===== src/rtl/unidade_acesso_memoria_if.sv =====
// unidade_acesso_memoria_if: core request/response and data-memory port bundle.
// slave is the access unit's view; master is the core plus memory side.
interface unidade_acesso_memoria_if #(
  parameter int LARGURA_END  = 8,
  parameter int LARGURA_DADO = 8
);
  logic                    Requisicao;
  logic [1:0]              Operacao;
  logic [LARGURA_END-1:0]  EnderecoA;
  logic [LARGURA_END-1:0]  EnderecoB;
  logic [LARGURA_END-1:0]  Quantidade;
  logic [LARGURA_DADO-1:0] DadoEntrada;
  logic [LARGURA_DADO-1:0] DadoSaida;
  logic                    Ocupado;
  logic                    Pronto;
  logic                    Erro;
  logic [LARGURA_END-1:0]  Endereco;
  logic [LARGURA_DADO-1:0] DadoEscrito;
  logic                    EscMem;
  logic                    LerMem;
  logic [LARGURA_DADO-1:0] DadoLido;
  modport master (
    output Requisicao, Operacao, EnderecoA, EnderecoB, Quantidade, DadoEntrada, DadoLido,
    input  DadoSaida, Ocupado, Pronto, Erro, Endereco, DadoEscrito, EscMem, LerMem
  );
  modport slave (
    input  Requisicao, Operacao, EnderecoA, EnderecoB, Quantidade, DadoEntrada, DadoLido,
    output DadoSaida, Ocupado, Pronto, Erro, Endereco, DadoEscrito, EscMem, LerMem
  );
endinterface


===== src/rtl/unidade_acesso_memoria.sv =====
// unidade_acesso_memoria: sequences load/store/block-copy requests onto the data-memory port.
// Block copy is compiled in only when UNIDADE_ACESSO_COPIA_EN is defined.
module unidade_acesso_memoria #(
  parameter int LARGURA_END  = 8,
  parameter int LARGURA_DADO = 8
) (
  input logic                    Clock,
  input logic                    Reset,
  unidade_acesso_memoria_if.slave bus
);
  typedef enum logic [2:0] {OCIOSO, LEITURA, ESCRITA, COPIA_LE, COPIA_ESCREVE} estado_t;
  estado_t                 estado_q;
  logic [LARGURA_DADO-1:0] dado_saida_q, dado_escrito_q;
  logic [LARGURA_END-1:0]  endereco_q;
  logic                    ocupado_q, pronto_q, erro_q, esc_q, ler_q;
`ifdef UNIDADE_ACESSO_COPIA_EN
  logic [LARGURA_END-1:0]  a_q, b_q, cnt_q;
`else
  logic                    unused_copia;
  assign unused_copia = ^{bus.EnderecoB, bus.Quantidade};
`endif
  always_ff @(posedge Clock or posedge Reset) begin
    if (Reset) begin
      estado_q       <= OCIOSO;
      dado_saida_q   <= '0;
      dado_escrito_q <= '0;
      endereco_q     <= '0;
      ocupado_q      <= 1'b0;
      pronto_q       <= 1'b0;
      erro_q         <= 1'b0;
      esc_q          <= 1'b0;
      ler_q          <= 1'b0;
`ifdef UNIDADE_ACESSO_COPIA_EN
      a_q            <= '0;
      b_q            <= '0;
      cnt_q          <= '0;
`endif
    end else begin
      pronto_q <= 1'b0;
      erro_q   <= 1'b0;
      case (estado_q)
        OCIOSO: if (bus.Requisicao) begin
          ocupado_q  <= 1'b1;
          endereco_q <= bus.EnderecoA;
          if (bus.Operacao == 2'b00) begin
            estado_q <= LEITURA;
            ler_q    <= 1'b1;
          end else if (bus.Operacao == 2'b01) begin
            estado_q       <= ESCRITA;
            esc_q          <= 1'b1;
            dado_escrito_q <= bus.DadoEntrada;
`ifdef UNIDADE_ACESSO_COPIA_EN
          end else if (bus.Operacao == 2'b10) begin
            a_q      <= bus.EnderecoA + 1'b1;
            b_q      <= bus.EnderecoB;
            cnt_q    <= bus.Quantidade;
            ler_q    <= bus.Quantidade != '0;
            estado_q <= bus.Quantidade == '0 ? COPIA_ESCREVE : COPIA_LE;
`endif
          end else begin
            // rejected op idles one cycle in ESCRITA with strobes low, which flags Erro there
            estado_q <= ESCRITA;
          end
        end
        LEITURA: begin
          dado_saida_q <= bus.DadoLido;
          ler_q        <= 1'b0;
          pronto_q     <= 1'b1;
          ocupado_q    <= 1'b0;
          estado_q     <= OCIOSO;
        end
        ESCRITA: begin
          esc_q     <= 1'b0;
          pronto_q  <= esc_q;
          erro_q    <= !esc_q;
          ocupado_q <= 1'b0;
          estado_q  <= OCIOSO;
        end
`ifdef UNIDADE_ACESSO_COPIA_EN
        COPIA_LE: begin
          dado_escrito_q <= bus.DadoLido;
          endereco_q     <= b_q;
          b_q            <= b_q + 1'b1;
          ler_q          <= 1'b0;
          esc_q          <= 1'b1;
          estado_q       <= COPIA_ESCREVE;
        end
        COPIA_ESCREVE: begin
          esc_q <= 1'b0;
          cnt_q <= cnt_q - 1'b1;
          // cnt_q of 0 or 1 both end the copy: 0 is the empty copy entered straight here
          if (cnt_q[LARGURA_END-1:1] == '0) begin
            pronto_q  <= 1'b1;
            ocupado_q <= 1'b0;
            estado_q  <= OCIOSO;
          end else begin
            endereco_q <= a_q;
            a_q        <= a_q + 1'b1;
            ler_q      <= 1'b1;
            estado_q   <= COPIA_LE;
          end
        end
`endif
        default: estado_q <= OCIOSO;
      endcase
    end
  end
  assign bus.DadoSaida   = dado_saida_q;
  assign bus.DadoEscrito = dado_escrito_q;
  assign bus.Endereco    = endereco_q;
  assign bus.Ocupado     = ocupado_q;
  assign bus.Pronto      = pronto_q;
  assign bus.Erro        = erro_q;
  assign bus.EscMem      = esc_q;
  assign bus.LerMem      = ler_q;
endmodule


===== src/flat_wrapper.sv =====
// flat-port wrapper written by rule: the top's interface ports become plain ports
module unidade_acesso_memoria_flat 
#(
  parameter int LARGURA_END  = 8,
  parameter int LARGURA_DADO = 8
)
  (Clock, Reset, bus_Requisicao, bus_Operacao, bus_EnderecoA, bus_EnderecoB, bus_Quantidade, bus_DadoEntrada, bus_DadoLido, bus_DadoSaida, bus_Ocupado, bus_Pronto, bus_Erro, bus_Endereco, bus_DadoEscrito, bus_EscMem, bus_LerMem);
  unidade_acesso_memoria_if #(.LARGURA_END(LARGURA_END), .LARGURA_DADO(LARGURA_DADO)) bus_i ();
  input logic Clock;
  input logic Reset;
  input wire logic [$bits(bus_i.Requisicao)-1:0] bus_Requisicao;
  input wire logic [$bits(bus_i.Operacao)-1:0] bus_Operacao;
  input wire logic [$bits(bus_i.EnderecoA)-1:0] bus_EnderecoA;
  input wire logic [$bits(bus_i.EnderecoB)-1:0] bus_EnderecoB;
  input wire logic [$bits(bus_i.Quantidade)-1:0] bus_Quantidade;
  input wire logic [$bits(bus_i.DadoEntrada)-1:0] bus_DadoEntrada;
  input wire logic [$bits(bus_i.DadoLido)-1:0] bus_DadoLido;
  output wire logic [$bits(bus_i.DadoSaida)-1:0] bus_DadoSaida;
  output wire logic [$bits(bus_i.Ocupado)-1:0] bus_Ocupado;
  output wire logic [$bits(bus_i.Pronto)-1:0] bus_Pronto;
  output wire logic [$bits(bus_i.Erro)-1:0] bus_Erro;
  output wire logic [$bits(bus_i.Endereco)-1:0] bus_Endereco;
  output wire logic [$bits(bus_i.DadoEscrito)-1:0] bus_DadoEscrito;
  output wire logic [$bits(bus_i.EscMem)-1:0] bus_EscMem;
  output wire logic [$bits(bus_i.LerMem)-1:0] bus_LerMem;
  assign bus_i.Requisicao = bus_Requisicao;
  assign bus_i.Operacao = bus_Operacao;
  assign bus_i.EnderecoA = bus_EnderecoA;
  assign bus_i.EnderecoB = bus_EnderecoB;
  assign bus_i.Quantidade = bus_Quantidade;
  assign bus_i.DadoEntrada = bus_DadoEntrada;
  assign bus_i.DadoLido = bus_DadoLido;
  assign bus_DadoSaida = bus_i.DadoSaida;
  assign bus_Ocupado = bus_i.Ocupado;
  assign bus_Pronto = bus_i.Pronto;
  assign bus_Erro = bus_i.Erro;
  assign bus_Endereco = bus_i.Endereco;
  assign bus_DadoEscrito = bus_i.DadoEscrito;
  assign bus_EscMem = bus_i.EscMem;
  assign bus_LerMem = bus_i.LerMem;
  unidade_acesso_memoria #(.LARGURA_END(LARGURA_END), .LARGURA_DADO(LARGURA_DADO)) u_core (.Clock(Clock), .Reset(Reset), .bus(bus_i));
endmodule

===== config.mk =====
export PLATFORM = sky130hd
export DESIGN_NAME = unidade_acesso_memoria_flat
export DESIGN_NICKNAME = d
export VERILOG_FILES = /design/src/rtl/unidade_acesso_memoria_if.sv /design/src/rtl/unidade_acesso_memoria.sv /design/src/flat_wrapper.sv
export SDC_FILE = /design/constraint.sdc
export NUM_CORES = 1
export LEC_CHECK = 0
export BUFFER_PORTS_ARGS = -buffer_cell sky130_fd_sc_hd__buf_2
export CORE_ASPECT_RATIO = 0.8
export CORE_MARGIN = 2
export CORE_UTILIZATION = 38
export CTS_CLUSTER_SIZE = 25
export DETAILED_ROUTE_END_ITERATION = 8
export PLACE_DENSITY_LB_ADDON = 0.08
export REMOVE_ABC_BUFFERS = 1
export SLEW_MARGIN = 20
export SYNTH_ARGS = -nofsm -noshare
export SYNTH_HDL_FRONTEND = slang
export SYNTH_SLANG_ARGS = --single-unit

===== constraint.sdc =====
create_clock -name Clock -period 1.38 [get_ports Clock]
set_clock_uncertainty 0.1 [all_clocks]
set_input_delay 0.069 -clock Clock [delete_from_list [all_inputs] [get_ports Clock]]
set_output_delay 0.069 -clock Clock [all_outputs]
set_load 0.01 [all_outputs]

==> results.py <==
metrics = {
    "detailed_routing": {
        "vias": 1016,
        "wl_per_cell_um": 13.44,
        "first_pass_iters": 4,
        "drc": 0,
        "antenna_left": 0,
        "routed_wirelength_um": 2943,
        "via_per_inst": 4.639,
        "drt_iter0_drc": 39,
    },
    "layout": {
        "fillers": 236,
        "final_core_util_pct": 65.16,
        "nets": 227,
        "syn_to_final_growth_pct": 60.20,
        "layout_common_cells": "buf_2, dfrtp_1, dlygate4sd3_1, mux2_2",
        "layoutNonFillerInstCount": 219,
        "seqCellArea_um2": 775.7,
        "final_common_cell": "buf_2",
        "antennaDiodeCount": 0,
        "drive_gt1_share_pct": 56.98,
        "finalInstanceArea_mm2": 0.002054,
        "multi_input_area_um2": 521.8,
    },
    "logic_synthesis": {
        "ys_ff_latch": 31,
        "synth_top_area_share_pct": 60.49,
        "synth_area_mm2": 0.001282,
        "yosysTopAreaCell": "dfrtp_1",
        "synthCells": 85,
        "avgSynthCellArea_um2": 15.09,
        "synth_area_leaders": "dfrtp_1, mux2_2, ha_1, nand4b_4, mux2i_1",
        "ys.warnings.count": 0,
        "ys_seq_area_share_pct": 60.49,
        "synthDistinctLibCells": 18,
    },
    "critical_path": {
        "cp.arrival_ps": 1470,
        "cpMaxStageDelayCell": "dfrtp_1",
        "worstSetupPathType": "flop to flop",
        "crit_chain": "inv_2 > buf_4 > ha_4 > mux2_2",
        "slowest_delay_ps": 390,
        "startpoint_type": "flop",
        "crit_fanout": 11,
        "critPathRequiredTime_ps": 1440,
        "cp_top_family": "flip-flops",
        "worst_setup_path_end_kind": "flop",
        "critical_path_buf_inv_count": 2,
    },
    "sta": {
        "finalHoldViolCount": 0,
        "slew-limit-headroom_pct": 74.60,
        "tns_ps": -74.25,
        "grt_setup_unrepaired": "yes",
        "setup_viol": 3,
        "max_freq_mhz": 708.9,
        "min_period_ps": 1411,
        "period_share_pct": 102.2,
        "fin_ws_ps": -30.71,
        "drv_slew": 0,
        "tightest_slew_ps": 381.0,
    },
    "global_routing": {
        "grt_pass1_wl_um": 4581,
        "top_usage_layer": "met2",
        "grt_use_total_pct": 16.31,
        "met2_usage_pct": 28.98,
        "grt_max_degree": 32,
        "overflow": 0,
        "use_met3_pct": 5.870,
        "antenna_found_initial": 0,
        "grt_pass1_vias": 1067,
        "met1_usage_pct": 16.84,
    },
    "flow_run": {
        "maxCapViolCount": 0,
    },
    "power": {
        "comb_power_share_pct": 39.3,
        "intPower_mw": 2.584,
        "finalPower_mw": 3.728,
        "p_leak_nw": 1.024,
        "clkPwrFrac_pct": 20.7,
        "power_density_mw_per_mm2": 1815,
        "seqPwrFrac_pct": 40.0,
        "switchingPower_mw": 1.145,
        "vdd_ir_drop_max_mv": 0.9554,
        "switching_share_pct": 30.70,
    },
    "clock_network": {
        "cts_buffer_depth": 2,
        "htree_levels": 2,
        "cts_root_buf": "clkbuf_8",
        "cts_tree": "done",
        "clock_latency_ps": 280,
        "numCtsBuffers": 5,
        "clock_sinks": 31,
        "clk_pin_slew_worst_paths_ps": 70,
    },
    "floorplan": {
        "die_h_um": 55.96,
        "num_rows": 18,
        "die_width_um": 68.95,
        "ioPinCount": 74,
        "start_util_pct": 40.67,
        "fp.coreArea_mm2": 0.003153,
        "die_area_mm2": 0.003858,
    },
    "placed_design": {
        "numPortBuffers": 57,
        "placed_cell_area_mm2": 0.001638,
        "place_congestion": 0.8206,
        "dp_hpwl_um": 1814,
        "dp.cells": 184,
    },
    "outcome": {
        "violations": "setup timing",
        "status": "finished with violations",
    },
    "worst_hold_path": {
        "hp-class": "input pin to flop",
    },
}
## cell usage after synthesis (all sizes together)
library cell   n
dfrtp         31
mux2          24
inv            5
ha             4
buf            3
nor2b          3
mux2i          2
nor2           2
o21ai          2
o2bb2ai        2
a21oi          1
nand2          1
nand3b         1
nand4b         1
nor3b          1
o21a           1
o31ai          1
## cells by family (layout without fill, tap and decap cells)
kind of cell	count (synthesis)	count (layout)	synth area share, %
flip-flops	31	31	60.49
multiplexers	26	26	22.63
AND/OR/NAND/NOR	9	9	6.440
buffers and inverters	8	102	2.830
AO/OA/AOI/OAI	7	7	3.708
adder cells (fa/ha/maj)	4	4	3.903
## per-stage QoR
step,worst slack (ps),hold slack [ps]
3_3_place_gp,-85.40,63.75
6_report,-30.71,11.14
4_1_cts,-36.57,7.716
2_1_floorplan,-78.50,72.51
3_5_place_dp,-145.7,75.03
5_1_grt,-58.25,30.66
## sequential cells by signal, summed over array words and instances (netlist names)
signal,count
u_core.bus.DadoEscrito,8
u_core.bus.DadoSaida,8
u_core.bus.Endereco,8
u_core.bus.Erro,1
u_core.bus.EscMem,1
u_core.bus.LerMem,1
u_core.bus.Ocupado,1
u_core.bus.Pronto,1
u_core.estado_q,2
## area by class of cell
type	count	area share [%]
Sequential cell	31	37.76
Timing Repair Buffer	89	28.62
Multi-Input combinational cell	46	25.40
Clock buffer	8	4.872
Tap cell	40	2.436
Inverter	5	0.9135
## power groups by stage
stage	logic, mW	clock network, mW	registers (mW)
3_3_place_gp	1.26	0	1.48
3_5_place_dp	1.28	0	1.50
5_1_grt	1.59	0.850	1.55
6_report	1.46	0.773	1.49
4_1_cts	1.39	0.793	1.49
2_1_floorplan	0.518	0	1.69
## what timing repair did
action,in CTS,in global routing
hold buffers,25,0
setup endpoints to repair,25,24
pin swaps,2,0
endpoints found under the hold margin,55,0
setup buffers,1,1
resized for setup,6,7
## tightest hold or removal path: stages
cell     delay (ps)
buf_2           120
nor3b_4          60
nor2_1          100
## metal layers
layer	part of all wire (%)	vias to the layer above
met5	0	-
met3	5.4	5
li1	-	479
met2	53	38
met1	41	494
met4	1.1	0
## final timing paths
check	startpoint	cells past startpoint	end	slack, ps
hold reg to reg	u_core.bus.EscMem	1	u_core.bus.Erro	380
max in group asynchronous	Reset	4	u_core.bus.DadoEscrito[0]	570
setup / recovery	u_core.estado_q[1]	4	u_core.bus.DadoSaida[0]	-30
setup reg to reg	u_core.estado_q[1]	4	u_core.bus.DadoSaida[0]	-30
hold / removal	bus_Operacao[1]	3	u_core.estado_q[1]	10
min in group asynchronous	Reset	4	u_core.bus.Endereco[2]	330
(Power assumes the default switching activity.)
